`config.mk`:
```
export PLATFORM = sky130hd
export DESIGN_NAME = filterbank_trim_ctrl
export DESIGN_NICKNAME = d
export VERILOG_FILES = /design/src/rtl/filt_pkg.sv /design/src/rtl/trim_sar_fsm.sv /design/src/rtl/filterbank_trim_ctrl.sv
export SDC_FILE = /design/constraint.sdc
export NUM_CORES = 1
export LEC_CHECK = 0
export ABC_AREA = 0
export CAP_MARGIN = 30
export CORE_MARGIN = 2
export CORE_UTILIZATION = 55
export DETAILED_ROUTE_END_ITERATION = 8
export DONT_BUFFER_PORTS = 1
export GPL_TIMING_DRIVEN = 0
export PLACE_DENSITY = 0.7
export SYNTH_ARGS = -nofsm -noshare
export SYNTH_HDL_FRONTEND = slang
export SYNTH_SLANG_ARGS = --single-unit
```
`constraint.sdc`:
```
create_clock -name clk -period 2.1 [get_ports clk]
set_input_delay 0.105 -clock clk [delete_from_list [all_inputs] [get_ports clk]]
set_output_delay 0.105 -clock clk [all_outputs]
set_load 0.05 [all_outputs]
```
`src/rtl/filt_pkg.sv`:
```
// Shared definitions for the filter-bank trim controller: code defaults,
// register-file entry encoding and the SAR engine state enum.
package filt_pkg;

   localparam int CODE_W_DEF     = 6;
   localparam int RESET_CODE_DEF = 32;

   // Entry select within a stage: entry = 2*stage + sel
   localparam logic SEL_SHUNT  = 1'b0;
   localparam logic SEL_SERIES = 1'b1;

   typedef enum logic [2:0] {
      IDLE   = 3'd0,
      SET    = 3'd1,
      SETTLE = 3'd2,
      DECIDE = 3'd3,
      DONE   = 3'd4
   } sar_state_e;

   // Flat register-file index of a stage's shunt or series gyrator code
   function automatic int entry_idx(input int stage, input logic sel);
      return 2 * stage + int'(sel);
   endfunction

endpackage

```
`src/rtl/trim_sar_fsm.sv`:
```
// SAR auto-tune engine: binary-searches the replica trim code MSB first,
// waiting a fixed settle time after each trial code before sampling the
// comparator. Emits a one-cycle result_valid alongside cal_done.
module trim_sar_fsm
   import filt_pkg::*;
#(
   parameter int CODE_W     = CODE_W_DEF,
   parameter int SETTLE_CYC = 16,
   parameter int RESET_CODE = RESET_CODE_DEF
) (
   input  logic              clk,
   input  logic              rst_n,
   input  logic              start,
   input  logic              cmp,
   output logic              busy,
   output logic              done,
   output logic              result_valid,
   output logic [CODE_W-1:0] code,
   output logic [CODE_W-1:0] result
);

   localparam int KW = $clog2(CODE_W);
   localparam int CW = $clog2(SETTLE_CYC + 1);
   localparam logic [CODE_W-1:0] RST_VAL = CODE_W'(RESET_CODE);
   localparam logic [CODE_W-1:0] ONE     = {{(CODE_W-1){1'b0}}, 1'b1};
   localparam logic [CODE_W-1:0] TOP_BIT = {1'b1, {(CODE_W-1){1'b0}}};

   sar_state_e        state_r;
   logic [KW-1:0]     bit_r;
   logic [CW-1:0]     cnt_r;
   logic [CODE_W-1:0] result_r;
   logic [CODE_W-1:0] mask_s;
   logic [CODE_W-1:0] kept_s;

   assign result = result_r;

   // Trial decision: a high comparator means the code is too high, so drop bit k
   always_comb begin
      mask_s = ONE << bit_r;
      if (cmp) begin
         kept_s = code & ~mask_s;
      end else begin
         kept_s = code;
      end
   end

   // SAR sequencer with registered busy/done/code outputs
   always_ff @(posedge clk or negedge rst_n) begin
      if (!rst_n) begin
         state_r      <= IDLE;
         bit_r        <= {KW{1'b0}};
         cnt_r        <= {CW{1'b0}};
         result_r     <= {CODE_W{1'b0}};
         code         <= RST_VAL;
         busy         <= 1'b0;
         done         <= 1'b0;
         result_valid <= 1'b0;
      end else begin
         done         <= 1'b0;
         result_valid <= 1'b0;
         case (state_r)
            IDLE: begin
               if (start) begin
                  state_r  <= SET;
                  result_r <= {CODE_W{1'b0}};
                  bit_r    <= KW'(CODE_W - 1);
                  code     <= TOP_BIT;
                  busy     <= 1'b1;
               end
            end
            SET: begin
               cnt_r   <= CW'(SETTLE_CYC - 1);
               state_r <= SETTLE;
            end
            SETTLE: begin
               if (cnt_r == {CW{1'b0}}) begin
                  state_r <= DECIDE;
               end else begin
                  cnt_r <= cnt_r - {{(CW-1){1'b0}}, 1'b1};
               end
            end
            DECIDE: begin
               result_r <= kept_s;
               if (bit_r == {KW{1'b0}}) begin
                  state_r      <= DONE;
                  code         <= kept_s;
                  busy         <= 1'b0;
                  done         <= 1'b1;
                  result_valid <= 1'b1;
               end else begin
                  bit_r   <= bit_r - {{(KW-1){1'b0}}, 1'b1};
                  code    <= kept_s | (mask_s >> 1);
                  state_r <= SET;
               end
            end
            DONE: begin
               state_r <= IDLE;
            end
            default: begin
               state_r <= IDLE;
               busy    <= 1'b0;
            end
         endcase
      end
   end

endmodule

```
`src/rtl/filterbank_trim_ctrl.sv`:
```
// Trim controller for a bank of gyrator filter stages: shadow/active code
// register pairs, atomic commit, and SAR calibration broadcast to all stages.
module filterbank_trim_ctrl
   import filt_pkg::*;
#(
   parameter int N_STAGE     = 4,
   parameter int CODE_W      = CODE_W_DEF,
   parameter int SETTLE_CYC  = 16,
   parameter int RESET_CODE  = RESET_CODE_DEF,
   parameter int AUTO_COMMIT = 1
) (
   input  logic                         clk,
   input  logic                         rst_n,
   input  logic                         wr_en,
   input  logic [$clog2(2*N_STAGE)-1:0] wr_addr,
   input  logic [CODE_W-1:0]            wr_data,
   input  logic                         commit,
   input  logic                         cal_start,
   input  logic                         cal_cmp,
   output logic                         cal_busy,
   output logic                         cal_done,
   output logic [CODE_W-1:0]            cal_code,
   output logic [N_STAGE*CODE_W-1:0]    trim_shunt,
   output logic [N_STAGE*CODE_W-1:0]    trim_series
);

   localparam int N_ENT = 2 * N_STAGE;
   localparam logic [CODE_W-1:0] RST_VAL = CODE_W'(RESET_CODE);

   logic [CODE_W-1:0] shadow_r [N_ENT];
   logic [CODE_W-1:0] active_r [N_ENT];
   logic              result_valid_s;
   logic [CODE_W-1:0] result_s;
   logic              wr_ok_s;
   logic              commit_ok_s;

   trim_sar_fsm #(
      .CODE_W     (CODE_W),
      .SETTLE_CYC (SETTLE_CYC),
      .RESET_CODE (RESET_CODE)
   ) u_sar (
      .clk          (clk),
      .rst_n        (rst_n),
      .start        (cal_start),
      .cmp          (cal_cmp),
      .busy         (cal_busy),
      .done         (cal_done),
      .result_valid (result_valid_s),
      .code         (cal_code),
      .result       (result_s)
   );

   // Host accesses are dropped while calibration owns the register file
   always_comb begin
      wr_ok_s     = 1'b0;
      commit_ok_s = 1'b0;
      if (!cal_busy) begin
         wr_ok_s     = wr_en && (32'(wr_addr) < 32'(N_ENT));
         commit_ok_s = commit;
      end else begin
         wr_ok_s     = 1'b0;
         commit_ok_s = 1'b0;
      end
   end

   // Shadow file: calibration broadcast wins over a host write
   always_ff @(posedge clk or negedge rst_n) begin
      if (!rst_n) begin
         for (int e = 0; e < N_ENT; e++) shadow_r[e] <= RST_VAL;
      end else if (result_valid_s) begin
         for (int e = 0; e < N_ENT; e++) shadow_r[e] <= result_s;
      end else if (wr_ok_s) begin
         shadow_r[wr_addr] <= wr_data;
      end
   end

   // Active file: atomic copy of the pre-write shadow on commit, or the cal result
   always_ff @(posedge clk or negedge rst_n) begin
      if (!rst_n) begin
         for (int e = 0; e < N_ENT; e++) active_r[e] <= RST_VAL;
      end else if (result_valid_s && (AUTO_COMMIT != 0)) begin
         for (int e = 0; e < N_ENT; e++) active_r[e] <= result_s;
      end else if (commit_ok_s) begin
         active_r <= shadow_r;
      end
   end

   for (genvar i = 0; i < N_STAGE; i++) begin : g_pack
      assign trim_shunt[i*CODE_W +: CODE_W]  = active_r[entry_idx(i, SEL_SHUNT)];
      assign trim_series[i*CODE_W +: CODE_W] = active_r[entry_idx(i, SEL_SERIES)];
   end

endmodule

```
==> summary.md, run 1 <==
| Metric | Value |
|---|---|
| Final count of hold timing violations | `121` |
| Normalized max-slew margin | `0.5020` |
| H-tree depth | `4` |
| P_sw | `1.080 mW` |
| Sequential cell area fraction in the yosys report | `0.5382` |
| Mapped Nets | `608` |
| First-pass GRT wire length | `22.95 mm` |
| WS Path Type | `flop to flop` |
| Ys flop type | `dfrtp_1` |
| List of most frequent post-synthesis cells | `nand2_1 (109), dfrtp_1 (104), a21oi_1 (95)` |
| Synth top area share | `0.4594` |
| Adder-Cell Fraction of Synth Area | `0.01325` |
| ANT cells | `0` |
| Sw Share | `0.2015` |
| Worst Tran Pin Value | `0.7414 ns` |
| DP HPWL | `9.495 mm` |
| # setup viols final | `0` |
| Worst skew pair latency | `0.53 ns` |
| Crit end category | `flop` |
| Max VDD drop | `464.9 uV` |
| Hold-fix buffers at CTS | `3` |
| Avg Vias per Cell | `5.900` |
| Final Slew Violations | `0` |
| Power Dens Cells | `829.3 nW/um^2` |
| Max clock buf depth | `2` |
| WP data required | `2.54 ns` |
| Most numerous cell in the Yosys netlist | `nand2_1` |
| # Max-Cap Violations | `0` |
| Initial DRC count | `313` |
| Height of the die | `105.5 um` |
| Place WS | `-0.1389 ns` |
| Startpoint Class | `flop` |
| Synth area leader | `dfrtp_1` |
| Largest family of logic cells by synthesized area | `compound AO/OA/AOI/OAI gates` |
| CTS tree | `done` |
| Run status | `complete, but fails checks` |
| Post-synthesis xor/xnor area fraction | `0` |
| Die width | `105.5 um` |
| Final WL | `14.21 mm` |
| Post-route clock skew | `0.008985 ns` |
| Total gr overflow | `0` |
| Via Count | `4472` |
| Power share of the sequential group | `0.443` |
| Fillers | `806` |
| Post-synth EDFFs | `0` |
| Combinational fraction of design power | `0.016` |
| Final Total Pwr | `5.360 mW` |
| Async SR Flop Fraction | `1.000` |
| Syn Area/Cell | `9.652 um^2` |
| # rows | `37` |
| Post-Syn Instances | `587` |
| Hold Slack | `-0.7252 ns` |
| Failing checks | `hold timing` |
| Placed cells | `723` |
| Synth cell types | `44` |
| Top post-synthesis cells by area | `dfrtp_1 (46%), mux2i_1 (8.5%), a21oi_1 (8.4%)` |
| Num Clock Sinks | `121` |
| Internal power | `4.280 mW` |
| IO Port Bufs | `0` |
| Sum Neg Setup Slack | `0 ns` |
| Tot GR Track Use | `0.2689` |
| DR DRC count | `0` |
| Share of post-route cells with drive strength above 1 | `0.1350` |
| Fmax | `512.6 MHz` |
| CTS buffer count | `17` |
| Mux cell area share after synthesis | `0.08481` |
| Simple-Gate Fraction of Synth Area | `0.1436` |
| Largest net degree at the start of global routing | `122` |
| Post-layout util | `0.6375` |
| Yosys reg bits | `121` |
| Worst hold path class | `primary input to asynchronous set/reset pin` |
| IO Count | `71` |
| Vias in the first global route | `4462` |
| Fin cells | `758` |
| Routability congestion estimate | `0.8822` |
| Synthesis Warnings | `0` |
| Clock tree root buffer cell | `clkbuf_8` |
| Antenna violations before repair | `0` |
| Reg clk slew, reported paths | `0.06 ns` |
| Drt pass-1 iters | `5` |
| Unrepaired setup endpoints after global routing | `false` |
| Syn Std Cell Area | `5665 um^2` |
| Ratio of final minimum period to clock period | `0.9289` |
| Area growth syn-to-layout | `14.09%` |
| Lkg Pwr | `2.631 nW` |
| Core area | `10140 um^2` |
| Antenna violation net count after detailed routing | `0` |
| Synth Area in Compound Gates | `0.1751` |
| Clock power frac | `0.541` |
| Die area | `11130 um^2` |
| Post-route setup slack | `0.1493 ns` |
| Crit Path Max Fanout | `10` |
| Post-layout min period | `1.951 ns` |
| Initial Util | `0.5588` |
| Layout net count | `630` |
| Worst Path Arrival | `2.39 ns` |
| Avg WL per Cell | `18.74 um` |
state kept, by name, summed over array words and instances, names as in the netlist, 3 cells and up:
name,count
u_sar.cnt_r,5
u_sar.state_r,3
shadow_r,48
trim_series,24
u_sar.result,6
u_sar.code,6
u_sar.bit_r,3
trim_shunt,24
cell usage in the layout (no fill, tap or decap), types with 4 or more instances in the layout:
cell type / instances
nand2_1: 109
clkbuf_1: 21
nor3_1: 13
a32o_1: 5
nand2b_1: 6
clkbuf_8: 4
nor2_1: 13
clkbuf_2: 6
o21ai_0: 58
inv_1: 9
mux2i_1: 48
buf_2: 15
buf_1: 5
dfrtp_1: 102
nor2b_1: 13
a21oi_1: 95
clkinv_2: 4
nand3_1: 8
dfstp_2: 17
ha_1: 6
clkbuf_16: 16
power groups by stage:
stage                     combinational (mW)  sequential, mW  clock (mW)
final                                 0.0857            2.37        2.90
after global routing                  0.0927            2.38        3.03
after CTS                             0.0841            2.37        2.91
after detailed placement              0.0782            2.41           0
after global placement                0.0770            2.41           0
after floorplan                       0.0563            2.41           0
path summary, 6_finish.rpt:
kind | from | depth (start not counted) | slack (ns) | endpoint
max reg2reg | u_sar.busy | 6 | 0.15 | trim_series[6]
min | rst_n | 0 | -0.73 | trim_series[12]
min in group clk | wr_data[3] | 3 | 0.02 | shadow_r[33]
min reg2reg | shadow_r[47] | 2 | 0.47 | shadow_r[47]
max in group asynchronous | rst_n | 0 | 2.61 | trim_series[17]
max | u_sar.busy | 6 | 0.15 | trim_series[6]
area by class of cell:
class / instances / area (um^2) / area share
clock buffer: 24 / 470.5 / 0.07278
buffer: 47 / 221.5 / 0.03426
sequential: 121 / 3052 / 0.4721
clock inverter: 8 / 117.6 / 0.01820
timing repair buffer: 3 / 30.03 / 0.004646
multi-input combinational: 410 / 2369 / 0.3664
inverter: 9 / 33.78 / 0.005226
tap: 136 / 170.2 / 0.02633
worst max-delay path, stage by stage (launching register included):
cell,delay (ns)
dfrtp_2,0.60
inv_1,0.16
a21oi_4,0.35
buf_2,0.30
buf_2,0.25
nand2_1,0.09
o21ai_0,0.11
layer usage:
layer	vias up	routed length, um	track usage
li1	2071	-	-
met1	2212	6101	0.3524
met2	163	6851	0.4194
met3	26	1025	0.08411
met4	0	227	0.1053
met5	-	0	0
cell families (layout without fill, tap and decap cells):
| family | Yosys count | count (layout) |
|---|---|---|
| multiplexers | 48 | 48 |
| AND/OR/NAND/NOR | 177 | 177 |
| adder cells (fa/ha/maj) | 6 | 6 |
| buffers and inverters | 56 | 91 |
| flip-flops | 121 | 121 |
| AO/OA/AOI/OAI | 179 | 179 |
stage by stage:
step,hold WS [ns],cell area [um^2]
3_5_place_dp,-0.1869,5836
4_1_cts,-0.7341,6455
2_1_floorplan,-0.1906,5665
5_1_grt,-0.7432,6464
3_3_place_gp,-0.1862,5836
6_report,-0.7252,6464
repair_timing:
| item | in CTS | in global routing |
|---|---|---|
| gates resized for setup | 1 | 2 |
| hold endpoints to repair | 138 | 121 |
| pin swaps | 0 | 0 |
| setup buffers | 0 | 0 |
| setup endpoints to repair | 48 | 39 |
No activity file was read; power rests on OpenSTA's default activity.
==> inputs of run 2 (changes only) <==
--- a/config.mk
+++ b/config.mk
@@ -8,11 +8,10 @@
 export ABC_AREA = 0
 export CAP_MARGIN = 30
 export CORE_MARGIN = 2
-export CORE_UTILIZATION = 55
+export CORE_UTILIZATION = 40
 export DETAILED_ROUTE_END_ITERATION = 8
 export DONT_BUFFER_PORTS = 1
 export GPL_TIMING_DRIVEN = 0
-export PLACE_DENSITY = 0.7
 export SYNTH_ARGS = -nofsm -noshare
 export SYNTH_HDL_FRONTEND = slang
 export SYNTH_SLANG_ARGS = --single-unit
==> summary.md, run 2 (same netlist as run 1, synthesis figures left out) <==
| Metric | Value |
|---|---|
| Sw Share | `0.1985` |
| H-tree depth | `4` |
| Post-route clock skew | `0.006799 ns` |
| ANT cells | `0` |
| Share of post-route cells with drive strength above 1 | `0.1371` |
| Antenna violations before repair | `0` |
| Failing checks | `hold timing` |
| Placed cells | `767` |
| Unrepaired setup endpoints after global routing | `false` |
| Lkg Pwr | `2.642 nW` |
| Internal power | `4.493 mW` |
| # Max-Cap Violations | `0` |
| # setup viols final | `0` |
| # rows | `43` |
| Place WS | `-0.1521 ns` |
| Placed Area | `5891 um^2` |
| Layout net count | `628` |
| Most frequent cells in the layout | `nand2_1 (109), dfrtp_1 (102), a21oi_1 (95)` |
| Final count of hold timing violations | `121` |
| Clock tree root buffer cell | `clkbuf_16` |
| Reg2reg start | `u_sar.busy` |
| Worst Tran Pin Value | `0.8008 ns` |
| DR DRC count | `0` |
| Core area | `13880 um^2` |
| Max clock buf depth | `2` |
| Worst hold path class | `primary input to asynchronous set/reset pin` |
| IO Port Bufs | `0` |
| Max VDD drop | `636.3 uV` |
| Most common cell after layout, fill and taps aside | `nand2_1` |
| Worst r2r path cells | `4` |
| Hold-fix buffers at CTS | `1` |
| Final Slew Violations | `0` |
| Post-layout min period | `1.950 ns` |
| Total gr overflow | `0` |
| Post-route setup slack | `0.1503 ns` |
| WP data required | `2.38 ns` |
| Die width | `123.0 um` |
| Die area | `15130 um^2` |
| Tot GR Track Use | `0.2187` |
| Worst skew pair latency | `0.42 ns` |
| CTS tree | `done` |
| Clock power frac | `0.561` |
| P_sw | `1.112 mW` |
| Crit end category | `flop` |
| Avg Vias per Cell | `5.511` |
| Normalized max-slew margin | `0.4661` |
| Fmax | `512.9 MHz` |
| Area growth syn-to-layout | `15.59%` |
| CTS buffer count | `17` |
| Ratio of final minimum period to clock period | `0.9284` |
| WS Path Type | `flop to flop` |
| Power share of the sequential group | `0.424` |
| Fin cells | `800` |
| R2R setup slack | `0.15 ns` |
| Worst Path Arrival | `2.22 ns` |
| Num Clock Sinks | `121` |
| Crit Path Max Fanout | `10` |
| Cell area after layout | `6549 um^2` |
| Via Count | `4409` |
| Most flop-heavy register | `shadow_r` |
| Run status | `complete, but fails checks` |
| Reg clk slew, reported paths | `0.05 ns` |
| Vias in the first global route | `4524` |
| Setup Fix Bufs, Post-CTS | `0` |
| Largest net degree at the start of global routing | `122` |
| Max reg flops | `48` |
| Final WL | `15.44 mm` |
| Routability congestion estimate | `0.8608` |
| Height of the die | `123.0 um` |
| Combinational fraction of design power | `0.015` |
| IO Count | `71` |
| Reg-to-reg critical path endpoint | `trim_series[22]` |
| Initial DRC count | `330` |
| Hold Slack | `-0.6178 ns` |
| Drt pass-1 iters | `5` |
| First-pass GRT wire length | `24.77 mm` |
| DP HPWL | `10.34 mm` |
| Initial Util | `0.4081` |
| Antenna violation net count after detailed routing | `0` |
| Power Dens Cells | `855.9 nW/um^2` |
| Startpoint Class | `flop` |
| Avg WL per Cell | `19.30 um` |
-- run 2: changes by cell type in the layout (fill, tap and decap cells not counted), sizes merged --
cell | before | now
dlygate4sd3 | 3 | 1
bufinv | 3 | 4
clkbuf | 47 | 48
clkinv | 4 | 2
-- run 2: worst max-delay path by stage --
stage	start	endpoint	slack, ns	cells past startpoint
2_1_floorplan	u_sar.busy	trim_series[0]	0.47	6
3_3_place_gp	u_sar.busy	trim_series[21]	-0.09	4
6_report	u_sar.busy	trim_series[22]	0.15	4
3_5_place_dp	u_sar.busy	trim_series[18]	-0.15	6
5_1_grt	u_sar.busy	trim_series[18]	0.07	6
4_1_cts	u_sar.busy	trim_series[18]	0.06	6
-- run 2: stage by stage --
stage / utilization / setup TNS (ns) / total power [mW]
after floorplan: - / 0 / 2.467
after detailed placement: 0.4244 / -4.797 / 2.495
after CTS: 0.4708 / 0 / 5.645
after global placement: 0.4244 / -3.649 / 2.493
after global routing: 0.4718 / 0 / 5.759
final: 0.4718 / 0 / 5.605
-- run 2: layer usage --
layer,part of all wire,vias to the layer above,track usage,wire length [um]
li1,-,2076,-,-
met1,0.42,2175,0.2734,6553
met2,0.48,138,0.3512,7402
met3,0.079,20,0.07934,1221
met4,0.017,0,0.07457,260
met5,0,-,0,0
-- run 2: worst max-delay path, stage by stage (launching register included) --
cell,delay (ns)
dfrtp_2,0.60
inv_1,0.16
a21oi_4,0.34
clkbuf_1,0.54
o21ai_1,0.16
-- run 2: power by group through the flow --
stage / sequential [mW] / clock (mW) / combinational [mW]
after floorplan: 2.41 / 0 / 0.0563
after global placement: 2.41 / 0 / 0.0788
after detailed placement: 2.41 / 0 / 0.0805
after CTS: 2.37 / 3.19 / 0.0833
after global routing: 2.38 / 3.29 / 0.0926
final: 2.38 / 3.14 / 0.0850
-- run 2: cell type report --
class / instances / area (um^2)
fillers: 1323 / 7332
flip-flops and latches: 121 / 3052
multi-input cells: 410 / 2374
clock buffers: 25 / 495.5
well taps: 180 / 225.2
plain buffers: 47 / 221.5
clock inverters: 7 / 137.6
inverters: 9 / 33.78
repair buffers: 1 / 10.01
-- run 2: repair_timing --
action / in CTS / in global routing
hold endpoints to repair: 126 / 121
gates resized for setup: 1 / 3
setup endpoints to repair: 50 / 28
==> inputs of run 3 (changes only) <==
--- a/config.mk
+++ b/config.mk
@@ -8,10 +8,10 @@
 export ABC_AREA = 0
 export CAP_MARGIN = 30
 export CORE_MARGIN = 2
-export CORE_UTILIZATION = 40
+export CORE_UTILIZATION = 50
 export DETAILED_ROUTE_END_ITERATION = 8
 export DONT_BUFFER_PORTS = 1
-export GPL_TIMING_DRIVEN = 0
+export MAX_ROUTING_LAYER = met4
 export SYNTH_ARGS = -nofsm -noshare
 export SYNTH_HDL_FRONTEND = slang
 export SYNTH_SLANG_ARGS = --single-unit
==> summary.md, run 3 (same netlist as run 1, synthesis figures left out) <==
| Metric | Value |
|---|---|
| DR DRC count | `0` |
| Initial Util | `0.5181` |
| Combinational fraction of design power | `0.014` |
| # rows | `38` |
| Num Clock Sinks | `121` |
| Initial DRC count | `277` |
| CTS buffer count | `17` |
| Vias in the first global route | `4234` |
| Fmax | `557.3 MHz` |
| Max VDD drop | `430.9 uV` |
| WP data required | `2.37 ns` |
| Run status | `complete, but fails checks` |
| Internal power | `4.466 mW` |
| Post-layout min period | `1.794 ns` |
| R2R setup slack | `0.31 ns` |
| Via Count | `4226` |
| Antenna violations before repair | `0` |
| Tot GR Track Use | `0.2446` |
| Final Slew Violations | `0` |
| Height of the die | `110.4 um` |
| Clock power frac | `0.561` |
| Unrepaired setup endpoints after global routing | `false` |
| Drt pass-1 iters | `4` |
| Post-layout util | `0.5930` |
| Startpoint Class | `flop` |
| Placed cells | `695` |
| Clock tree root buffer cell | `clkbuf_16` |
| Post-route clock skew | `0.009231 ns` |
| Core area | `10940 um^2` |
| WS Path Type | `flop to flop` |
| Area growth syn-to-layout | `14.47%` |
| Final WL | `13.94 mm` |
| Max reg flops | `48` |
| IO Count | `71` |
| Resize count post-CTS | `0` |
| Final count of hold timing violations | `121` |
| ANT cells | `0` |
| DP HPWL | `9.070 mm` |
| Layout net count | `604` |
| Worst Tran Pin Value | `0.7940 ns` |
| Largest net degree at the start of global routing | `122` |
| # Max-Cap Violations | `0` |
| Share of post-route cells with drive strength above 1 | `0.1275` |
| Place WS | `0.3380 ns` |
| First-pass GRT wire length | `22.83 mm` |
| Die area | `12200 um^2` |
| Sw Share | `0.2020` |
| Avg Vias per Cell | `5.742` |
| Total gr overflow | `0` |
| Most frequent cells in the layout | `nand2_1 (109), dfrtp_1 (103), a21oi_1 (95)` |
| Ratio of final minimum period to clock period | `0.8544` |
| # setup viols final | `0` |
| Worst skew pair latency | `0.42 ns` |
| Fin cells | `736` |
| Crit Path Max Fanout | `6` |
| Worst hold path class | `primary input to asynchronous set/reset pin` |
| Most flop-heavy register | `shadow_r` |
| IO Port Bufs | `0` |
| P_sw | `1.131 mW` |
| CTS tree | `done` |
| Reg clk slew, reported paths | `0.06 ns` |
| Power share of the sequential group | `0.425` |
| Failing checks | `hold timing` |
| Final Total Pwr | `5.596 mW` |
| Worst Path Arrival | `2.07 ns` |
| Crit end category | `flop` |
| Antenna violation net count after detailed routing | `0` |
| Hold Slack | `-0.6172 ns` |
| Reg2reg start | `u_sar.cnt_r[0]` |
| Routability congestion estimate | `0.8959` |
| Hold-fix buffers at CTS | `9` |
| H-tree depth | `4` |
| Max clock buf depth | `2` |
| Avg WL per Cell | `18.94 um` |
| Normalized max-slew margin | `0.4696` |
| Post-route setup slack | `0.3057 ns` |
| Most common cell after layout, fill and taps aside | `nand2_1` |
| Worst r2r path cells | `6` |
| Lkg Pwr | `2.615 nW` |
| Reg-to-reg critical path endpoint | `u_sar.cnt_r[0]` |
| Die width | `110.4 um` |
| Setup Fix Bufs, Post-CTS | `0` |
| Sum Neg Setup Slack | `0 ns` |
| Power Dens Cells | `863.0 nW/um^2` |
-- run 3: per-stage QoR --
stage,area [um^2],hold WS [ns]
2_1_floorplan,5665,-0.1906
3_3_place_gp,5756,-0.1876
3_5_place_dp,5756,-0.1881
4_1_cts,6485,-0.6336
5_1_grt,6485,-0.6370
6_report,6485,-0.6172
-- run 3: worst max-delay path by stage --
| stage | from | slack, ns | cells past startpoint | endpoint |
|---|---|---|---|---|
| after floorplan | u_sar.busy | 0.47 | 6 | trim_series[0] |
| after global placement | u_sar.cnt_r[0] | 0.43 | 6 | u_sar.cnt_r[1] |
| after detailed placement | u_sar.cnt_r[0] | 0.34 | 6 | u_sar.cnt_r[0] |
| after CTS | u_sar.cnt_r[0] | 0.32 | 6 | u_sar.cnt_r[0] |
| after global routing | u_sar.cnt_r[0] | 0.19 | 6 | u_sar.cnt_r[0] |
| final | u_sar.cnt_r[0] | 0.31 | 6 | u_sar.cnt_r[0] |
-- run 3: cell type report --
type                            count  area, um^2
Multi-Input combinational cell    410        2369
Fill cell                         945        4451
Inverter                            9       33.78
Clock inverter                     11       168.9
Clock buffer                       21       470.5
Tap cell                          140       175.2
Sequential cell                   121        3053
Timing Repair Buffer               24       215.2
-- run 3: per-layer routing --
layer / wire, um / global-route usage
met4: 144 / 0.08000
met1: 6274 / 0.3292
met5: 0 / -
met3: 1023 / 0.05873
met2: 6501 / 0.3681
-- run 3: critical path, cell delays in order (launching register included) --
cell       delay [ns]
dfrtp_1          0.42
inv_1            0.08
ha_1             0.18
or4b_1           0.56
a21oi_1          0.20
nor2_1           0.07
a2bb2oi_1        0.15
-- run 3: power groups by stage --
stage          sequential, mW  combinational (mW)  clock [mW]
6_report                 2.38              0.0799        3.14
5_1_grt                  2.38              0.0856        3.28
4_1_cts                  2.38              0.0789        3.17
3_5_place_dp             2.42              0.0451           0
3_3_place_gp             2.42              0.0438           0
2_1_floorplan            2.41              0.0563           0
